[src/rtl/data_output.sv]
// CPU output port: a small FIFO of CPU-written words, drained to an external
// device one word per strobe/acknowledge handshake.
module data_output #(
    parameter int WIDTH      = 4,
    parameter int DEPTH      = 4,
    parameter int ADDR_WIDTH = 2
) (
    input  logic             clock,
    input  logic             reset,
    input  logic             port_id,
    input  logic             port_write,
    input  logic             port_read,
    input  logic [WIDTH-1:0] data_in,
    output logic [3:0]       data_out,
    output logic [WIDTH-1:0] device_bus,
    output logic             device_strobe,
    input  logic             device_ack
);

    localparam logic [1:0] IDLE    = 2'd0;
    localparam logic [1:0] STROBE  = 2'd1;
    localparam logic [1:0] RELEASE = 2'd2;

    localparam logic [ADDR_WIDTH:0]   FULL_COUNT = (ADDR_WIDTH + 1)'(DEPTH);
    localparam logic [ADDR_WIDTH:0]   COUNT_ONE  = (ADDR_WIDTH + 1)'(1);
    localparam logic [ADDR_WIDTH-1:0] PTR_ONE    = ADDR_WIDTH'(1);

    logic [WIDTH-1:0]      mem [DEPTH];
    logic [ADDR_WIDTH-1:0] wr_ptr;
    logic [ADDR_WIDTH-1:0] rd_ptr;
    logic [ADDR_WIDTH:0]   count;
    logic [1:0]            state;
    logic                  overflow;
    logic                  full;
    logic                  empty;
    logic                  busy;
    logic                  push;
    logic                  pop;
    logic                  drop;
    logic                  clear;

    assign full  = (count == FULL_COUNT);
    assign empty = (count == '0);
    assign busy  = (state != IDLE);

    // Full/empty come from the pre-edge count, so a pop never makes room for a same-cycle push.
    assign push  = port_write && port_id && !full;
    assign drop  = port_write && port_id && full;
    assign clear = port_read && !port_id;
    assign pop   = (state == IDLE) && !empty;

    assign data_out = {overflow, busy, empty, full};

    always_ff @(posedge clock) begin
        if (push) begin
            mem[wr_ptr] <= data_in;
        end
    end

    always_ff @(posedge clock) begin
        if (reset) begin
            wr_ptr   <= '0;
            rd_ptr   <= '0;
            count    <= '0;
            overflow <= 1'b0;
        end else begin
            if (push) begin
                wr_ptr <= wr_ptr + PTR_ONE;
            end
            if (pop) begin
                rd_ptr <= rd_ptr + PTR_ONE;
            end
            if (push && !pop) begin
                count <= count + COUNT_ONE;
            end else if (pop && !push) begin
                count <= count - COUNT_ONE;
            end
            // A dropped word takes priority over a status-read clear.
            if (drop) begin
                overflow <= 1'b1;
            end else if (clear) begin
                overflow <= 1'b0;
            end
        end
    end

    always_ff @(posedge clock) begin
        if (reset) begin
            state         <= IDLE;
            device_bus    <= '0;
            device_strobe <= 1'b0;
        end else begin
            case (state)
                IDLE: begin
                    if (pop) begin
                        device_bus    <= mem[rd_ptr];
                        device_strobe <= 1'b1;
                        state         <= STROBE;
                    end
                end
                STROBE: begin
                    if (device_ack) begin
                        device_strobe <= 1'b0;
                        state         <= RELEASE;
                    end
                end
                RELEASE: begin
                    if (!device_ack) begin
                        state <= IDLE;
                    end
                end
                default: begin
                    device_strobe <= 1'b0;
                    state         <= IDLE;
                end
            endcase
        end
    end

endmodule

[config.mk]
export PLATFORM = sky130hd
export DESIGN_NAME = data_output
export DESIGN_NICKNAME = d
export VERILOG_FILES = /design/src/rtl/data_output.sv
export SDC_FILE = /design/constraint.sdc
export NUM_CORES = 1
export LEC_CHECK = 0
export BUFFER_PORTS_ARGS = -buffer_cell sky130_fd_sc_hd__buf_2
export CAP_MARGIN = 20
export CORE_MARGIN = 10
export CORE_UTILIZATION = 45
export DETAILED_ROUTE_END_ITERATION = 7
export MAX_ROUTING_LAYER = met4
export PLACE_DENSITY_LB_ADDON = 0.05
export SETUP_SLACK_MARGIN = 0.2
export SYNTH_ARGS = -nofsm -noshare
export SYNTH_HDL_FRONTEND = slang
export SYNTH_SLANG_ARGS = --single-unit
[constraint.sdc]
create_clock -name clock -period 5.55 [get_ports clock]
set_input_delay 0.555 -clock clock [delete_from_list [all_inputs] [get_ports clock]]
set_output_delay 0.555 -clock clock [all_outputs]
set_load 0.02 [all_outputs]
======== Word-level counts from Yosys, hierarchy flattened ========
Memory sizes are Yosys's and may differ from the RTL's. A register that Yosys moved wholly into a read port is not among the register bits.
Index checks and enable logic that the tools add are counted.
cells by class
  shift operators ......................... 0
  multiply operators ...................... 0
  add/sub/neg operators ................... 4
  bitwise gates (word level) .............. 1
  equality and inequality tests ........... 6
  div/mod/pow operators ................... 0
  reduce and logical (&&, ||, !) cells .... 20
  muxes and demuxes ....................... 13
  magnitude comparators ................... 0
operator list
  cell                                               count
  logical AND 1 bit                                  7
  2-to-1 mux 1 bit                                   6
  2-to-1 mux 2 bit                                   3
  2-to-1 mux 3 bit                                   2
  inequality test 2 bit (second input constant)      3
  case mux 2 bit (3 select lines)                    1
  AND reduction 3 bit                                2
  nonzero test 2 bit                                 3
  zero test 1 bit                                    5
  adder 2 x 1 -> 2 bit (second input constant)       2
  adder 3 x 1 -> 3 bit (second input constant)       1
  == test 3 bit (second input constant)              1
  zero test 3 bit                                    1
  case mux 1 bit (3 select lines)                    1
  subtractor 3 x 1 -> 3 bit (second input constant)  1
  == test 2 x 1 -> 1 bit (second input constant)     1
  == test 2 bit (second input constant)              1
  zero test 2 bit                                    1
  AND reduction 2 bit                                1
  inverter 1 bit                                     1
word-level totals
  memories kept ........................... 1
  bits in writable memories ............... 16
  input port bits ......................... 10
  flip-flop bits (word level) ............. 11
  output and inout bits ................... 9
  memory bits (read-only) ................. 0
  bits in latches ......................... 0
  word-level logic and storage cells ...... 51
memories
  name  depth  width  read ports  clocked after Yosys merged registers in  write ports  line  RTL
  mem   4      4      1           1                                        1            28    logic [WIDTH-1:0] mem [DEPTH];

======== Logic depth before layout (Yosys ltp) ========
Gate-level depths: netlist of the first run.
  depth after elaboration ................. 7
  mapped depth ............................ 10
  gate-level depth less buffers ........... 9

======== Worst setup path before layout of the first run ========
No wires, ideal clock.
  path kind ............................... flip-flop to flip-flop
  from .................................... register count[0]
  to ...................................... register count[2]
  path slack .............................. 3410 ps
  stages on the path, launching flop included .. 10
  path buffers ............................ 1
  clock period less this slack ............ 2140 ps
  arrival time ............................ 2070 ps
  required time ........................... 5480 ps
  cell sequence ........................... dfxtp_1 > or3_1 > buf_6 > nand2_1 > ha_1 > inv_1 > fa_1 > xor2_1 > or3_1 > a21oi_1
on the way
  longest elaborated chain between the ends .. 6
RTL lines
  element                                                            line  RTL
  start: declaration                                                 31    logic [ADDR_WIDTH:0] count;
  start signal: assignment                                           74    count <= count + COUNT_ONE;
  start signal: assignment                                           76    count <= count - COUNT_ONE;
  branches (longest 6 deep; another with subtractor 3 x 1 -> 3 bit)  --
Parallel ways; which one is timed is not known. The select of a mux whose other input is x is not followed.
A chain may end at the register's enable or synchronous reset.

======== Final worst setup path of the first run ========
Ends and elaborated chain as after synthesis.

==> results of run 1 <==
-- power by group --
group	total [mW]	switching, mW	leakage, nW	internal, mW
clock network	0.134	0.0833	0.0278	0.0506
registers	0.316	0.0357	0.268	0.280
logic	0.249	0.146	0.294	0.103
-- cell type report --
type                    instances  area (sq um)  area share
clock buffers                   5          37.5      0.0250
inverters                       8          36.3      0.0242
well taps                      31          38.8      0.0259
flip-flops and latches         31           781       0.520
clock inverters                 3          23.8      0.0158
repair buffers                 18          90.1      0.0600
multi-input cells              65           493       0.329
-- sequential cells by signal, indices dropped and copies added, names as in the netlist --
name and count:
mem 16, device_bus 4, count 3, rd_ptr 2, state 2, wr_ptr 2, device_strobe 1, overflow 1
-- worst max-delay path: cells and delay by family (launching register included) --
kind	cells	cell delay (ns)
AOI/OAI and AO/OA	1	0.14
xor gates and xnor gates	1	0.15
adders and majority gates	2	0.57
buffers and inverters	1	0.06
DFF	1	0.36
and+or+nand+nor	3	1.01
-- worst paths after layout --
path	endpoint	depth (start not counted)
worst max-delay path	count[2]	8
worst min-delay path	mem[0][1]	1
worst max register to register	count[2]	8
worst min register to register	device_bus[2]	2
-- through the flow --
stage	instance area, sq um	worst slack [ns]	std cells	power (mW)	util
final	1500	3.20	161	0.699	0.530
after detailed placement	1440	3.20	153	0.576	0.509
after floorplan	1370	3.41	113	0.535	-
after global routing	1500	3.01	161	0.758	0.530
after CTS	1500	3.17	161	0.711	0.530
after global placement	1440	3.28	153	0.567	0.509
-- synth_stat cells (all sizes together), types with 2 or more instances --
library cell  instances
buf                   7
or3                   3
a21oi                11
dfxtp                15
o21ai                 9
inv                   7
ha                    5
clkbuf                2
nand2                 4
nand3                 7
nor2                  6
mux4                  4
xor2                  2
and3                  4
edfxtp               16
-- layout by cell type (no fill, tap or decap), drive strengths merged, types with 3 or more instances in the layout --
cell	count
o21ai	9
nor2	6
edfxtp	16
or3	3
clkbuf	5
and3	4
nand3	7
dfxtp	15
nand2	4
a21oi	11
inv	8
mux4	4
ha	5
buf	18
-- metal layers --
metal,up-vias,global-route usage
met5,-,-
met4,0,0.0433
met3,4,0.0486
met2,18,0.138
met1,403,0.107
li1,431,-
-- cells by family (layout without fill, tap and decap cells) --
family | Yosys count | count (layout) | synth area share
AOI/OAI and AO/OA | 21 | 21 | 0.0786
adders and majority gates | 6 | 6 | 0.0603
muxes | 6 | 6 | 0.0814
and+or+nand+nor | 29 | 29 | 0.121
xor gates and xnor gates | 3 | 3 | 0.0192
DFF | 31 | 31 | 0.570
buffers and inverters | 17 | 34 | 0.0695
==> impl_metrics.csv, run 1 <==
group,metric,value,unit
outcome,status,"finished clean",
clock_network,cts_buffers,5,
global_route,grt_usage,0.0949,
clock_network,clk_path_buf_depth,2,
setup_path,max_stage_delay,0.56,ns
setup_path,endpoint_kind,"flop",
setup_path,required,5.82,ns
timing,timing.final.crit_period,2.35,ns
floorplanning,die-height,75.2,um
global_route,grt_max_degree,18,
finish,n_antenna_cell,0,
timing,worstMarginPinSlew,0.382,ns
clock_network,cts.sinks,31,
clock_network,clk_pin_slew_worst_paths,0.11,ns
setup_path,crit_start,"count[0]",
route,highest_layer,"met4",
route,postRouteAntennaNets,0,
yosys,synth-seq-cells,31,
job,cap_violations,0,
timing,setup_viol,0,
clock_network,ctsResizeCount,0,
route,dr_wl_met2,1020,um
global_route,overflow,0,
global_route,grt_pass1_vias,858,
yosys,synth_warnings,0,
setup_path,cp_data_arrival_time,2.62,ns
setup_path,crit_fanout,8,
yosys,yosys.area.top_type_share,0.351,
setup_path,critical_path.startpoint_type,"flop",
yosys,synth_area_leaders,"edfxtp_1 (35%), dfxtp_1 (22%), mux4_2 (6.6%)",
yosys,synthCells,113,
floorplanning,core,0.00283,sq mm
global_route,grt_pass1_wl,3860,um
timing,slew_violations,0,
setup_path,crit_chain,"or3_1 > nand2_1 > ha_1 > inv_1 > fa_1 > xor2_1 > or3_1 > a21oi_1",
pwr,ir_worst_vdd,0.189,mV
floorplanning,rows,19,
finish,drive_gt1_frac,0.269,
yosys,synth_edf_count,16,
yosys,syn_avg_cell_area,12.1,sq um
setup_path,r2r_slack,3.20,ns
yosys,synthFlopType,"edfxtp_1",
timing,holdWs,0.435,ns
route,routed-wl-met3,176,um
floorplanning,pin_count,19,
route,via_per_inst,5.32,
setup_path,path_common_cell,"or3_1",
route,dr.pass1.iters,4,
global_route,antenna_found_initial,0,
floorplanning,die-area,0.00565,sq mm
floorplanning,start_util,0.484,
pwr,power.density,466,mW/mm^2
timing,fmax,426,MHz
timing,hold_viol_final,0,
clock_network,clockRootBuffer,"clkbuf_4",
clock_network,htree_num_levels,2,
yosys,synth_area_leader_cell,"edfxtp_1",
hold_path,min_from,"data_in[1]",
route,drc,0,
timing,post-route-period-util,0.423,
yosys,synth_cell_types,33,
route,initialDrtViolationCount,35,
clock_network,tritoncts,"built",
placed_design,hpwl,1730,um
yosys,synth_nets,129,
yosys,ys_seq_area_frac,0.570,
finish,fillers,264,
clock_network,clock_latency,0.33,ns
floorplanning,die_x,75.2,um
yosys,netlist_area,0.00137,sq mm
route,wirelength,2250,um
timing,rsz0062_at_grt,"false",
clock_network,cts_setup_buffers,0,
setup_path,r2r-start,"count[0]",
timing,finalSetupTns,0,ns
pwr,total_leakage_power,0.591,nW
clock_network,hold_buffers,0,
placed_design,io_buffer_count,18,
setup_path,criticalPathCategory,"flop to flop",
setup_path,crit_slowest_cell,"or3_1",
finish,final_nets,145,
route,vias,856,
hold_path,worstHoldPathType,"input pin to flop",
timing,maxSlewHeadroom,0.745,
yosys,async_flop_share,0,
timing,final.setup_skew,0.00748,ns
placed_design,gp_congestion,0.748,
route,wl_per_cell,14.0,um
finish,area_growth,9.60,%
route,routedLengthMet1,1030,um
Power figures use the tool's default switching activity.
==> run 2: changes to the inputs <==
==> constraint.sdc (replaced) <==
create_clock -name clock -period 2.1 [get_ports clock]
set_input_delay 0.21 -clock clock [delete_from_list [all_inputs] [get_ports clock]]
set_output_delay 0.21 -clock clock [all_outputs]
set_load 0.02 [all_outputs]
==> impl_metrics.csv, run 2 (same netlist as run 1, synthesis figures left out) <==
group,metric,value,unit
outcome,status,"finished clean",
finish,area_growth,17.5,%
finish,final_common_cell,"buf_2",
finish,layout_common_cells,"buf_2 (18), edfxtp_1 (16), dfxtp_1 (12)",
route,initialDrtViolationCount,27,
floorplanning,die-area,0.00565,sq mm
global_route,grt_pass1_vias,878,
clock_network,clock_latency,0.33,ns
timing,final.setup_skew,0.00714,ns
route,via_per_inst,5.11,
clock_network,cts.sinks,31,
timing,holdWs,0.0885,ns
timing,worstMarginPinSlew,0.391,ns
setup_path,critical_path.startpoint_type,"flop",
pwr,clockPowerShare,0.215,
clock_network,htree_num_levels,2,
floorplanning,core,0.00283,sq mm
route,wl_per_cell,13.8,um
job,cap_violations,0,
timing,hold_viol_final,0,
setup_path,cp_data_arrival_time,2.22,ns
global_route,overflow,0,
clock_network,tritoncts,"built",
global_route,antenna_found_initial,0,
finish,final_nets,151,
route,vias,854,
pwr,ir_worst_vdd,0.657,mV
timing,rsz0062_at_grt,"true",
placed_design,io_buffer_count,18,
pwr,switching_power,0.719,mW
clock_network,hold_buffers,0,
placed_design,gp_congestion,0.793,
route,wirelength,2300,um
timing,maxSlewHeadroom,0.739,
pwr,total_power,2.09,mW
clock_network,clk_path_buf_depth,2,
finish,fin_area,0.00161,sq mm
finish,n_antenna_cell,0,
route,postRouteAntennaNets,0,
finish,largest_reg_flops,16,
setup_path,required,2.36,ns
finish,drive_gt1_frac,0.368,
timing,fmax,511,MHz
timing,finalSetupTns,0,ns
setup_path,endpoint_kind,"flop",
timing,timing.final.crit_period,1.96,ns
pwr,power.density,1300,mW/mm^2
pwr,power_frac_comb,0.382,
route,drc,0,
setup_path,criticalPathCategory,"flop to flop",
timing,setup_viol,0,
floorplanning,rows,19,
clock_network,cts_buffers,5,
hold_path,worstHoldPathType,"input pin to flop",
timing,slew_violations,0,
pwr,power.internal,1.37,mW
floorplanning,die_x,75.2,um
placed_design,place_ws,0.123,ns
clock_network,clk_pin_slew_worst_paths,0.10,ns
floorplanning,die-height,75.2,um
finish,regMostFlops,"mem",
placed_design,hpwl,1690,um
global_route,grt_usage,0.0983,
setup_path,crit_fanout,3,
route,dr.pass1.iters,4,
global_route,grt_pass1_wl,4010,um
global_route,grt_max_degree,18,
clock_network,clockRootBuffer,"clkbuf_4",
pwr,switching_share,0.345,
floorplanning,start_util,0.484,
placed_design,place_area,0.00148,sq mm
timing,fin_ws,0.142,ns
pwr,total_leakage_power,0.640,nW
finish,largest_registers,"mem (16), device_bus (4), count (3)",
floorplanning,pin_count,19,
pwr,seq_power_share,0.403,
timing,post-route-period-util,0.932,
[run 2: cell count changes in the layout (fill, tap and decap cells not counted), moves of 2 or more]
cell | before | now
dfxtp_1 | 15 | 12
buf_4 | 0 | 6
dfxtp_4 | 0 | 2
clkinvlp_4 | 2 | 0
[run 2: what timing repair did]
| action | in CTS | in global routing |
|---|---|---|
| cloned | 0 | 0 |
| pin swaps | 1 | 1 |
| resized for setup | 4 | 4 |
| setup buffers | 2 | 2 |
| setup endpoints to repair | 1 | 2 |
[run 2: path summary, 6_finish.rpt]
kind | from | to | slack [ns] | cells past startpoint
setup / recovery | count[0] | count[2] | 0.14 | 8
hold / removal | data_in[0] | mem[2][0] | 0.09 | 1
setup reg to reg | count[0] | count[2] | 0.14 | 8
hold reg to reg | device_bus[2] | device_bus[2] | 0.48 | 2
[run 2: layer usage]
metal	vias up	part of all wire	global-route usage	wire [um]
li1	442	-	-	-
met1	388	0.48	0.120	1090
met2	18	0.44	0.133	1020
met3	6	0.059	0.0368	135
met4	0	0.023	0.0619	53
met5	-	0	-	0
[run 2: cell type report]
| type | instances | area, sq um |
|---|---|---|
| multi-input cells | 65 | 531 |
| clock inverters | 3 | 38.8 |
| inverters | 8 | 37.5 |
| well taps | 31 | 38.8 |
| clock buffers | 5 | 37.5 |
| fillers | 259 | 1220 |
| flip-flops and latches | 31 | 790 |
| repair buffers | 24 | 135 |
[run 2: critical path: stages, from the launching register on]
cell     delay (ns)
dfxtp_4        0.35
or3_4          0.40
nand2_4        0.08
ha_4           0.13
inv_2          0.03
fa_2           0.33
xor2_1         0.15
or3_1          0.30
a21oi_1        0.12
[run 2: stage by stage]
| step | cells | utilization |
|---|---|---|
| 2_1_floorplan | 113 | - |
| 3_3_place_gp | 155 | 0.524 |
| 3_5_place_dp | 155 | 0.524 |
| 4_1_cts | 165 | 0.561 |
| 5_1_grt | 167 | 0.568 |
| 6_report | 167 | 0.568 |
[run 2: power groups by stage]
stage	logic, mW	clock network, mW	registers (mW)
detailed placement	0.732	0	0.858
floorplan	0.584	0	0.876
finish	0.798	0.448	0.840
global route	0.889	0.490	0.865
CTS	0.783	0.463	0.843
global placement	0.724	0	0.852
